$ cat config.mk
export PLATFORM = sky130hd
export DESIGN_NAME = i2s_rx_axis_flat
export DESIGN_NICKNAME = d
export VERILOG_FILES = /design/src/rtl/i2s_rx_axis_if.sv /design/src/rtl/i2s_rx_axis.sv /design/src/flat_wrapper.sv
export SDC_FILE = /design/constraint.sdc
export NUM_CORES = 1
export LEC_CHECK = 0
export ABC_AREA = 1
export CELL_PAD_IN_SITES_DETAIL_PLACEMENT = 0
export CELL_PAD_IN_SITES_GLOBAL_PLACEMENT = 2
export CORE_UTILIZATION = 41
export CTS_CLUSTER_SIZE = 24
export DETAILED_ROUTE_END_ITERATION = 10
export PLACE_DENSITY = 0.89
export SLEW_MARGIN = 20
export SYNTH_ARGS = -nofsm -noshare
export SYNTH_HDL_FRONTEND = slang
export SYNTH_SLANG_ARGS = --single-unit
$ cat constraint.sdc
create_clock -name aclk -period 4.8 [get_ports aclk]
set_input_delay 0.96 -clock aclk [delete_from_list [all_inputs] [get_ports aclk]]
set_output_delay 0.96 -clock aclk [all_outputs]
set_load 0.02 [all_outputs]
$ cat src/rtl/i2s_rx_axis_if.sv
// AXI4-Stream bundle carrying packed {left, right} sample pairs.
interface i2s_rx_axis_if #(
  parameter int DATA_WIDTH = 32
);
  logic [DATA_WIDTH-1:0] tdata;
  logic                  tvalid;
  logic                  tready;
  logic                  tlast;

  modport master (output tdata, output tvalid, output tlast, input tready);
  modport slave  (input tdata, input tvalid, input tlast, output tready);
endinterface

$ cat src/rtl/i2s_rx_axis.sv
// I2S receiver: oversamples BCLK/LRCLK/SDATA, packs 16-bit {L, R} pairs into a stream FIFO.
// Define I2S_RX_LJ_MODE_EN for left-justified framing (LRCLK high = left, MSB on the change edge).
//   state     | meaning
//   SYNC_WAIT | not framed; waiting for the LRCLK change into a left slot
//   CAP_L     | capturing the left word
//   CAP_R     | capturing the right word; frame pushed on its 16th bit or at slot end
module i2s_rx_axis #(
  parameter int DATA_WIDTH = 32,
  parameter int FIFO_DEPTH = 4,
  parameter int PACKET_LEN = 0
) (
  input  logic          aclk,
  input  logic          aresetn,
  input  logic          enable,
  input  logic          clear_ovf,
  input  logic          i2s_bclk,
  input  logic          i2s_lrclk,
  input  logic          i2s_sdata,
  i2s_rx_axis_if.master m_axis,
  output logic          overflow,
  output logic          locked
);
  typedef enum logic [1:0] {SYNC_WAIT = 2'd0, CAP_L = 2'd1, CAP_R = 2'd2} state_t;

`ifdef I2S_RX_LJ_MODE_EN
  localparam logic LEFT_LVL = 1'b1;
  localparam logic LJ_MODE  = 1'b1;
`else
  localparam logic LEFT_LVL = 1'b0;
  localparam logic LJ_MODE  = 1'b0;
`endif
  localparam int AW    = $clog2(FIFO_DEPTH);
  localparam int CNT_W = (PACKET_LEN > 1) ? $clog2(PACKET_LEN + 1) : 1;
  localparam logic [CNT_W-1:0] PKT_LAST = CNT_W'(PACKET_LEN);

  state_t              state_q, state_d;
  logic [2:0]          bclk_sync_q, bclk_sync_d;
  logic [1:0]          lr_sync_q, lr_sync_d, sd_sync_q, sd_sync_d;
  logic                lr_valid_q, lr_valid_d, lr_prev_q, lr_prev_d;
  logic [15:0]         sh_q, sh_d, left_q, left_d;
  logic [4:0]          bit_cnt_q, bit_cnt_d;
  logic [DATA_WIDTH:0] mem_q [FIFO_DEPTH];
  logic [DATA_WIDTH:0] mem_d [FIFO_DEPTH];
  logic [AW:0]         wr_ptr_q, wr_ptr_d, rd_ptr_q, rd_ptr_d;
  logic [CNT_W-1:0]    beat_cnt_q, beat_cnt_d, cnt_next;
  logic                overflow_q, overflow_d;

  logic                lr_s, sd_s, bit_edge, lr_change;
  logic                latch_l, push_full, push_short, push_req;
  logic                empty, full, pop, accept, drop, push_last;
  logic [DATA_WIDTH-1:0] push_data;
  logic [DATA_WIDTH:0]   rd_entry;

  assign lr_s     = lr_sync_q[1];
  assign sd_s     = sd_sync_q[1];
  assign bit_edge = bclk_sync_q[1] & ~bclk_sync_q[2];

  always_comb begin
    bclk_sync_d = {bclk_sync_q[1:0], i2s_bclk};
    lr_sync_d   = {lr_sync_q[0], i2s_lrclk};
    sd_sync_d   = {sd_sync_q[0], i2s_sdata};
    lr_valid_d  = lr_valid_q;
    lr_prev_d   = lr_prev_q;
    lr_change   = 1'b0;
    if (!enable) begin
      lr_valid_d = 1'b0;
    end else if (bit_edge) begin
      // the first edge after reset/enable only seeds lr_prev
      lr_valid_d = 1'b1;
      lr_prev_d  = lr_s;
      lr_change  = lr_valid_q && (lr_s != lr_prev_q);
    end
  end

  always_ff @(posedge aclk or negedge aresetn) begin
    if (!aresetn) state_q <= SYNC_WAIT;
    else          state_q <= state_d;
  end

  always_comb begin
    state_d = state_q;
    if (!enable) begin
      state_d = SYNC_WAIT;
    end else if (lr_change) begin
      case (state_q)
        SYNC_WAIT: if (lr_s == LEFT_LVL) state_d = CAP_L;
        CAP_L:     state_d = CAP_R;
        CAP_R:     state_d = CAP_L;
        default:   state_d = SYNC_WAIT;
      endcase
    end
  end

  always_comb begin
    locked     = (state_q != SYNC_WAIT);
    latch_l    = enable && lr_change && (state_q == CAP_L);
    push_full  = enable && bit_edge && !lr_change && (state_q == CAP_R) && (bit_cnt_q == 5'd15);
    push_short = enable && lr_change && (state_q == CAP_R) && (bit_cnt_q != 5'd16);
    push_req   = push_full | push_short;
  end

  // Bits land at 15-bit_cnt, so a short slot is left-aligned with zero LSBs for free.
  always_comb begin
    sh_d      = sh_q;
    bit_cnt_d = bit_cnt_q;
    if (!enable) begin
      sh_d      = '0;
      bit_cnt_d = '0;
    end else if (bit_edge) begin
      if (lr_change) begin
        sh_d      = '0;
        bit_cnt_d = '0;
        if (LJ_MODE) begin
          sh_d[15]  = sd_s;
          bit_cnt_d = 5'd1;
        end
      end else if (!bit_cnt_q[4]) begin
        sh_d[4'd15 - bit_cnt_q[3:0]] = sd_s;
        bit_cnt_d = bit_cnt_q + 5'd1;
      end
    end
    left_d    = latch_l ? sh_q : left_q;
    push_data = {left_q, push_full ? sh_d : sh_q};
  end

  always_comb begin
    empty     = (wr_ptr_q == rd_ptr_q);
    full      = (wr_ptr_q[AW] != rd_ptr_q[AW]) && (wr_ptr_q[AW-1:0] == rd_ptr_q[AW-1:0]);
    pop       = !empty && m_axis.tready;
    accept    = push_req && (!full || pop);
    drop      = push_req && full && !pop;
    cnt_next  = beat_cnt_q + CNT_W'(1);
    push_last = (PACKET_LEN != 0) && (cnt_next == PKT_LAST);
    mem_d     = mem_q;
    wr_ptr_d  = wr_ptr_q;
    rd_ptr_d  = rd_ptr_q;
    beat_cnt_d = beat_cnt_q;
    if (accept) begin
      mem_d[wr_ptr_q[AW-1:0]] = {push_last, push_data};
      wr_ptr_d   = wr_ptr_q + 1'b1;
      beat_cnt_d = push_last ? '0 : cnt_next;
    end
    if (pop) rd_ptr_d = rd_ptr_q + 1'b1;
    overflow_d = drop ? 1'b1 : (clear_ovf ? 1'b0 : overflow_q);
    rd_entry   = mem_q[rd_ptr_q[AW-1:0]];
  end

  always_ff @(posedge aclk or negedge aresetn) begin
    if (!aresetn) begin
      bclk_sync_q <= '0;
      lr_sync_q   <= '0;
      sd_sync_q   <= '0;
      lr_valid_q  <= 1'b0;
      lr_prev_q   <= 1'b0;
      sh_q        <= '0;
      left_q      <= '0;
      bit_cnt_q   <= '0;
      mem_q       <= '{default: '0};
      wr_ptr_q    <= '0;
      rd_ptr_q    <= '0;
      beat_cnt_q  <= '0;
      overflow_q  <= 1'b0;
    end else begin
      bclk_sync_q <= bclk_sync_d;
      lr_sync_q   <= lr_sync_d;
      sd_sync_q   <= sd_sync_d;
      lr_valid_q  <= lr_valid_d;
      lr_prev_q   <= lr_prev_d;
      sh_q        <= sh_d;
      left_q      <= left_d;
      bit_cnt_q   <= bit_cnt_d;
      mem_q       <= mem_d;
      wr_ptr_q    <= wr_ptr_d;
      rd_ptr_q    <= rd_ptr_d;
      beat_cnt_q  <= beat_cnt_d;
      overflow_q  <= overflow_d;
    end
  end

  assign m_axis.tvalid = !empty;
  assign m_axis.tdata  = rd_entry[DATA_WIDTH-1:0];
  assign m_axis.tlast  = rd_entry[DATA_WIDTH];
  assign overflow      = overflow_q;
endmodule

$ cat src/flat_wrapper.sv
// flat-port wrapper written by rule: the top's interface ports become plain ports
module i2s_rx_axis_flat 
#(
  parameter int DATA_WIDTH = 32,
  parameter int FIFO_DEPTH = 4,
  parameter int PACKET_LEN = 0
)
  (aclk, aresetn, enable, clear_ovf, i2s_bclk, i2s_lrclk, i2s_sdata, overflow, locked, m_axis_tdata, m_axis_tvalid, m_axis_tlast, m_axis_tready);
  i2s_rx_axis_if #(.DATA_WIDTH(DATA_WIDTH)) m_axis_i ();
  input  logic aclk;
  input  logic aresetn;
  input  logic enable;
  input  logic clear_ovf;
  input  logic i2s_bclk;
  input  logic i2s_lrclk;
  input  logic i2s_sdata;
  output logic overflow;
  output logic locked;
  output wire logic [$bits(m_axis_i.tdata)-1:0] m_axis_tdata;
  output wire logic [$bits(m_axis_i.tvalid)-1:0] m_axis_tvalid;
  output wire logic [$bits(m_axis_i.tlast)-1:0] m_axis_tlast;
  input wire logic [$bits(m_axis_i.tready)-1:0] m_axis_tready;
  assign m_axis_tdata = m_axis_i.tdata;
  assign m_axis_tvalid = m_axis_i.tvalid;
  assign m_axis_tlast = m_axis_i.tlast;
  assign m_axis_i.tready = m_axis_tready;
  i2s_rx_axis #(.DATA_WIDTH(DATA_WIDTH), .FIFO_DEPTH(FIFO_DEPTH), .PACKET_LEN(PACKET_LEN)) u_core (.aclk(aclk), .aresetn(aresetn), .enable(enable), .clear_ovf(clear_ovf), .i2s_bclk(i2s_bclk), .i2s_lrclk(i2s_lrclk), .i2s_sdata(i2s_sdata), .m_axis(m_axis_i), .overflow(overflow), .locked(locked));
endmodule
==> qor.yml, run 1 <==
outcome: "complete, no violations"
cp-start-kind: "flip-flop"
cts_inserted_buffers: 17
crit_fanout: 48
grt_pass1_wl_mm: 33.3
synth_top_area_cell: "dfrtp_1"
ios: 44
fp.dieArea_um2: 21900
max_freq_mhz: 273
antenna_left: 0
skew_ps: 10.6
clk_path_buf_depth: 2
relSlewSlack_pct: 36.1
grt_max_degree: 77
pwr-share-clk_pct: 30.4
die_y_um: 148
p_int_mw: 2.83
crit_start: "u_core.rd_ptr_q[0]"
cp_data_required_time_ps: 3840
start_util_pct: 41.8
cts_root_buffer: "clkbuf_16"
finalSetupViolations: 0
drt_iter0_markers: 358
syn-cell-area_um2: 8750
final_common_cell: "nand2_1"
first_global_vias: 6329
power.density_nw_per_um2: 448
ys_seq_elements: 183
hold_class: "reg2reg"
areaGrowthSynthToFinish_pct: 11.4
slowest_delay_ps: 620
grt_busiest_layer: "met2"
crit_path_end_kind: "output port"
syn-instance-count: 961
clock_latency_ps: 430
firstDrtPassIters: 5
switching_share_pct: 35.3
hold_start: "u_core.sd_sync_q[0]"
nets: 994
avgSynthCellArea_um2: 9.11
wire_per_inst_um: 15.5
switching_power_mw: 1.54
n_fill_cell: 2100
r2r_start: "u_core.rd_ptr_q[0]"
cts_hold_buf: 0
peakVddDrop_uv: 213
dp_hpwl_mm: 12.0
avgViaCountPerCell: 5.01
tritoncts: "done"
synth_warnings: 0
period_share_pct: 76.3
p_leak_nw: 4.27
use_met3_pct: 3.31
path_clk_slew_ps: 70
yosysTopAreaCellShare_pct: 52.3
antenna_cells: 0
clock_sinks: 183
gp_congestion: 0.745
grt_overflow: 0
synth.area.top_cells: "dfrtp_1, nand2_1, o21ai_2"
path_class: "reg2out"
track_usage_pct: 19.5
crit_chain: "inv_2 > buf_4 > o21ai_0 > o22ai_1 > clkdlybuf4s50_1"
crit_slowest_cell: "clkdlybuf4s50_1"
setup_tns_ps: 0
syn-num-nets: 978
drcViolationCount: 0
p_seq_share_pct: 36.2
use_met1_pct: 26.3
ys_types: 32
tightest_slew_ps: 958
cp_top_family: "buffers and inverters"
rsz0062_at_grt: "no"
coreArea_um2: 21000
drive_gt1_share_pct: 16.9
final_cell_mix: "nand2_1, dfrtp_1, o21ai_0, o21ai_2, nor2_1"
placementRows: 53
vias: 6333
finalNonFillerCells: 1265
p_comb_share_pct: 33.4
post-place-cells: 1233
antenna_found_initial: 0
finalCriticalPeriod_ps: 3660
drv_slew: 0
use_met2_pct: 32.3
max_cap_violations: 0
cts.htree.levels: 4
cp_num_buf_inv: 3
cts-resized-gates: 0
hold_violations: 0
arrival_ps: 2700
post_cts_buffers: 0
portBuffers: 42
finalWirelength_mm: 19.6
seq_area_frac_synth_pct: 52.3
die_w_um: 148
## sequential cells by signal, indices dropped and copies added, names as in the netlist
name / count
u_core.bclk_sync_q: 3
u_core.bit_cnt_q: 5
u_core.left_q: 16
u_core.lr_prev_q: 1
u_core.lr_sync_q: 2
u_core.lr_valid_q: 1
u_core.mem_q: 128
u_core.overflow: 1
u_core.rd_ptr_q: 3
u_core.sd_sync_q: 2
u_core.sh_q: 16
u_core.state_q: 2
u_core.wr_ptr_q: 3
## worst reg2reg max path: cells and delay by family (launching register included)
family                    cells  cell delay, ps
DFF                           1             360
AOI/OAI and AO/OA             2             150
xor gates and xnor gates      1             250
buffers and inverters         1             590
and+or+nand+nor               3            1300
## cell families after synthesis
logic type / count (synthesis) / share of synthesized area, %
other: 1 / 0.0428
DFF: 183 / 52.3
xor gates and xnor gates: 7 / 0.700
AOI/OAI and AO/OA: 264 / 19.9
buffers and inverters: 115 / 7.22
and+or+nand+nor: 382 / 18.6
adders and majority gates: 9 / 1.29
## Yosys cell counts
| master | number |
|---|---|
| a21oi_1 | 5 |
| dfrtp_1 | 183 |
| clkinv_4 | 1 |
| buf_2 | 3 |
| o21ai_0 | 104 |
| o21ai_1 | 22 |
| nor2_8 | 1 |
| o21ai_2 | 99 |
| nand2_4 | 2 |
| nor2_1 | 76 |
| a21boi_0 | 1 |
| buf_6 | 25 |
| inv_1 | 59 |
| nand3_4 | 5 |
| nand2_2 | 4 |
| inv_2 | 3 |
| clkbuf_1 | 23 |
| buf_4 | 1 |
| nor3_1 | 1 |
| a21oi_2 | 1 |
| xor2_1 | 4 |
| o22ai_1 | 32 |
| nor2_2 | 4 |
| ha_1 | 9 |
| xnor2_1 | 3 |
| nor2_4 | 4 |
| nand3_1 | 11 |
| nand3b_1 | 1 |
| conb_1 | 1 |
| nand3_2 | 1 |
| nand2_1 | 271 |
| nand2_8 | 1 |
## final timing paths
| path | cells past startpoint | slack, ps | endpoint |
|---|---|---|---|
| worst min register to register | 0 | 350 | u_core.sd_sync_q[1] |
| worst max register to register | 7 | 2010 | u_core.mem_q[79] |
| max in group asynchronous | 2 | 3170 | u_core.rd_ptr_q[0] |
| worst min-delay path | 0 | 350 | u_core.sd_sync_q[1] |
| min in group asynchronous | 1 | 480 | u_core.mem_q[59] |
| worst max-delay path | 5 | 1140 | m_axis_tdata[22] |
## routing by layer
layer / share of wire [%] / up-vias / wire [um]
met3: 2.2 / 13 / 441
met2: 49 / 73 / 9620
met4: 0.98 / 0 / 192
met1: 48 / 3064 / 9350
li1: - / 3183 / -
met5: 0 / - / 0
## per-stage QoR
stage / total power [mW] / hold slack, ps / utilization, % / cell area (um^2) / setup slack, ps
2_1_floorplan: 2.47 / 331 / - / 8750 / 2320
5_1_grt: 4.62 / 359 / 46.5 / 9750 / 947
6_report: 4.37 / 353 / 46.5 / 9750 / 1140
4_1_cts: 4.44 / 356 / 46.5 / 9750 / 1080
3_3_place_gp: 3.10 / 334 / 43.9 / 9200 / 1520
3_5_place_dp: 3.10 / 339 / 43.9 / 9200 / 1460
## layout make-up
cell class / count / area, um^2 / area share (%)
tap: 275 / 344 / 3.53
clock inverter: 13 / 113 / 1.15
timing repair buffer: 49 / 487 / 4.99
clock buffer: 19 / 443 / 4.54
multi-input combinational: 663 / 3540 / 36.3
inverter: 63 / 241 / 2.48
sequential: 183 / 4580 / 47.0
## power groups by stage
stage	clock (mW)	sequential (mW)	combinational, mW
2_1_floorplan	0	1.61	0.856
3_3_place_gp	0	1.61	1.49
3_5_place_dp	0	1.61	1.49
4_1_cts	1.37	1.58	1.49
5_1_grt	1.43	1.58	1.61
6_report	1.33	1.58	1.46
Power figures use the tool's default switching activity.
==> run 2: changes to the inputs <==
--- a/config.mk
+++ b/config.mk
@@ -8,10 +8,10 @@
 export ABC_AREA = 1
 export CELL_PAD_IN_SITES_DETAIL_PLACEMENT = 0
 export CELL_PAD_IN_SITES_GLOBAL_PLACEMENT = 2
-export CORE_UTILIZATION = 41
+export CORE_UTILIZATION = 34
 export CTS_CLUSTER_SIZE = 24
 export DETAILED_ROUTE_END_ITERATION = 10
-export PLACE_DENSITY = 0.89
+export PLACE_DENSITY = 0.79
 export SLEW_MARGIN = 20
 export SYNTH_ARGS = -nofsm -noshare
 export SYNTH_HDL_FRONTEND = slang
==> constraint.sdc (replaced) <==
create_clock -name aclk -period 3.3 [get_ports aclk]
set_input_delay 0.66 -clock aclk [delete_from_list [all_inputs] [get_ports aclk]]
set_output_delay 0.66 -clock aclk [all_outputs]
set_load 0.02 [all_outputs]
==> run 2 against run 1 <==
- flip-flop and latch count is the same
- non-clock buffer count grew 4
- clock power up 50%
- critical path type unchanged
- critical endpoint is now m_axis_tdata[2]
==> qor.yml, run 2 (synthesis results as in run 1) <==
coreArea_um2: 25200
hold_violations: 0
path_class: "reg2out"
die_y_um: 162
finalCoreUtilization_pct: 39.4
power.density_nw_per_um2: 655
finalWirelength_mm: 20.8
cts_inserted_buffers: 17
fp.dieArea_um2: 26400
cp_data_required_time_ps: 2640
hold_class: "in2async"
period_share_pct: 92.7
timing.final.ws_setup_ps: 240
portBuffers: 42
reg_top3: "u_core.mem_q (128), u_core.left_q (16), u_core.sh_q (16)"
drive_gt1_share_pct: 17.2
finalCriticalPeriod_ps: 3060
final_common_cell: "nand2_1"
tightest_slew_ps: 842
cp-start-kind: "flip-flop"
crit_path_end_kind: "output port"
avgViaCountPerCell: 4.77
p_leak_nw: 4.32
drcViolationCount: 0
cts_hold_buf: 0
dp_hpwl_mm: 12.8
post_cts_buffers: 0
antenna_found_initial: 0
grt_pass1_wl_mm: 34.3
final_cell_mix: "nand2_1, dfrtp_1, o21ai_0, o21ai_2, nor2_1"
antenna_cells: 0
track_usage_pct: 16.9
path_clk_slew_ps: 70
antenna_left: 0
first_global_vias: 6110
clock_sinks: 183
total_power_mw: 6.50
gp_congestion: 0.720
peakVddDrop_uv: 267
skew_ps: 9.49
finalSetupViolations: 0
setup_tns_ps: 0
areaGrowthSynthToFinish_pct: 13.4
crit_fanout: 53
fin_hold_ws_ps: 263
slowest_delay_ps: 660
tritoncts: "done"
die_w_um: 162
crit_slowest_cell: "clkdlybuf4s50_1"
nets: 998
outcome: "complete, no violations"
clock_latency_ps: 430
drv_slew: 0
vias: 6320
cts-resized-gates: 0
max_cap_violations: 0
relSlewSlack_pct: 43.9
largest_reg_flops: 128
drt_iter0_markers: 446
top_register: "u_core.mem_q"
clk_path_buf_depth: 2
max_freq_mhz: 327
rsz0062_at_grt: "no"
n_fill_cell: 2564
wire_per_inst_um: 15.7
ios: 44
grt_max_degree: 88
post-place-ws_ps: 633
cts_root_buffer: "clkbuf_16"
cts.htree.levels: 4
arrival_ps: 2400
placementRows: 58
crit_chain: "inv_2 > buf_12 > o21ai_0 > o22ai_1 > clkdlybuf4s50_1"
start_util_pct: 34.8
grt_overflow: 0
firstDrtPassIters: 4
## run 2: cell count changes in the layout (fill, tap and decap cells not counted), sizes merged
cell / previous run / this run
buf: 8 / 11
inv: 70 / 68
bufinv: 0 / 1
clkinv: 3 / 4
clkinvlp: 3 / 4
## run 2: layout make-up
type / count / area (um^2) / share of cell area (%)
Tap cell: 330 / 413 / 4.16
Sequential cell: 183 / 4580 / 46.1
Clock inverter: 14 / 140 / 1.41
Timing Repair Buffer: 53 / 582 / 5.86
Inverter: 63 / 241 / 2.43
Multi-Input combinational cell: 663 / 3540 / 35.7
Clock buffer: 18 / 429 / 4.32
## run 2: worst paths after layout
path / from / to / slack, ps / cells after the start
max: u_core.rd_ptr_q[0] / m_axis_tdata[2] / 240 / 5
min: aresetn / u_core.mem_q[16] / 260 / 1
max reg2reg: u_core.rd_ptr_q[1] / u_core.mem_q[84] / 860 / 8
min reg2reg: u_core.sd_sync_q[0] / u_core.sd_sync_q[1] / 350 / 0
max in group asynchronous: aresetn / u_core.sh_q[4] / 2270 / 2
min in group aclk: u_core.sd_sync_q[0] / u_core.sd_sync_q[1] / 350 / 0
## run 2: routing by layer
| layer | wire length, um | part of all wire (%) | global-route usage [%] |
|---|---|---|---|
| met1 | 10200 | 49 | 22.9 |
| met2 | 9900 | 47 | 27.8 |
| met4 | 308 | 1.5 | 5.19 |
| met3 | 464 | 2.2 | 2.52 |
| met5 | 0 | 0 | 0 |
## run 2: worst max-delay path: cells and delay by family, from the launching register on
| family | cells | cell delay, ps |
|---|---|---|
| AOI/OAI and AO/OA | 2 | 330 |
| DFF | 1 | 430 |
| buffers and inverters | 3 | 1200 |
## run 2: power breakdown
part | leakage (nW) | switching, mW | internal [mW]
registers | 2.52 | 0.0256 | 2.28
logic | 1.53 | 1.33 | 0.869
clock network | 0.268 | 0.939 | 1.06
## run 2: metrics by stage
| step | instance area, um^2 | cells |
|---|---|---|
| floorplan | 8750 | 961 |
| global placement | 9360 | 1292 |
| detailed placement | 9360 | 1292 |
| CTS | 9930 | 1324 |
| global route | 9930 | 1324 |
| finish | 9930 | 1324 |
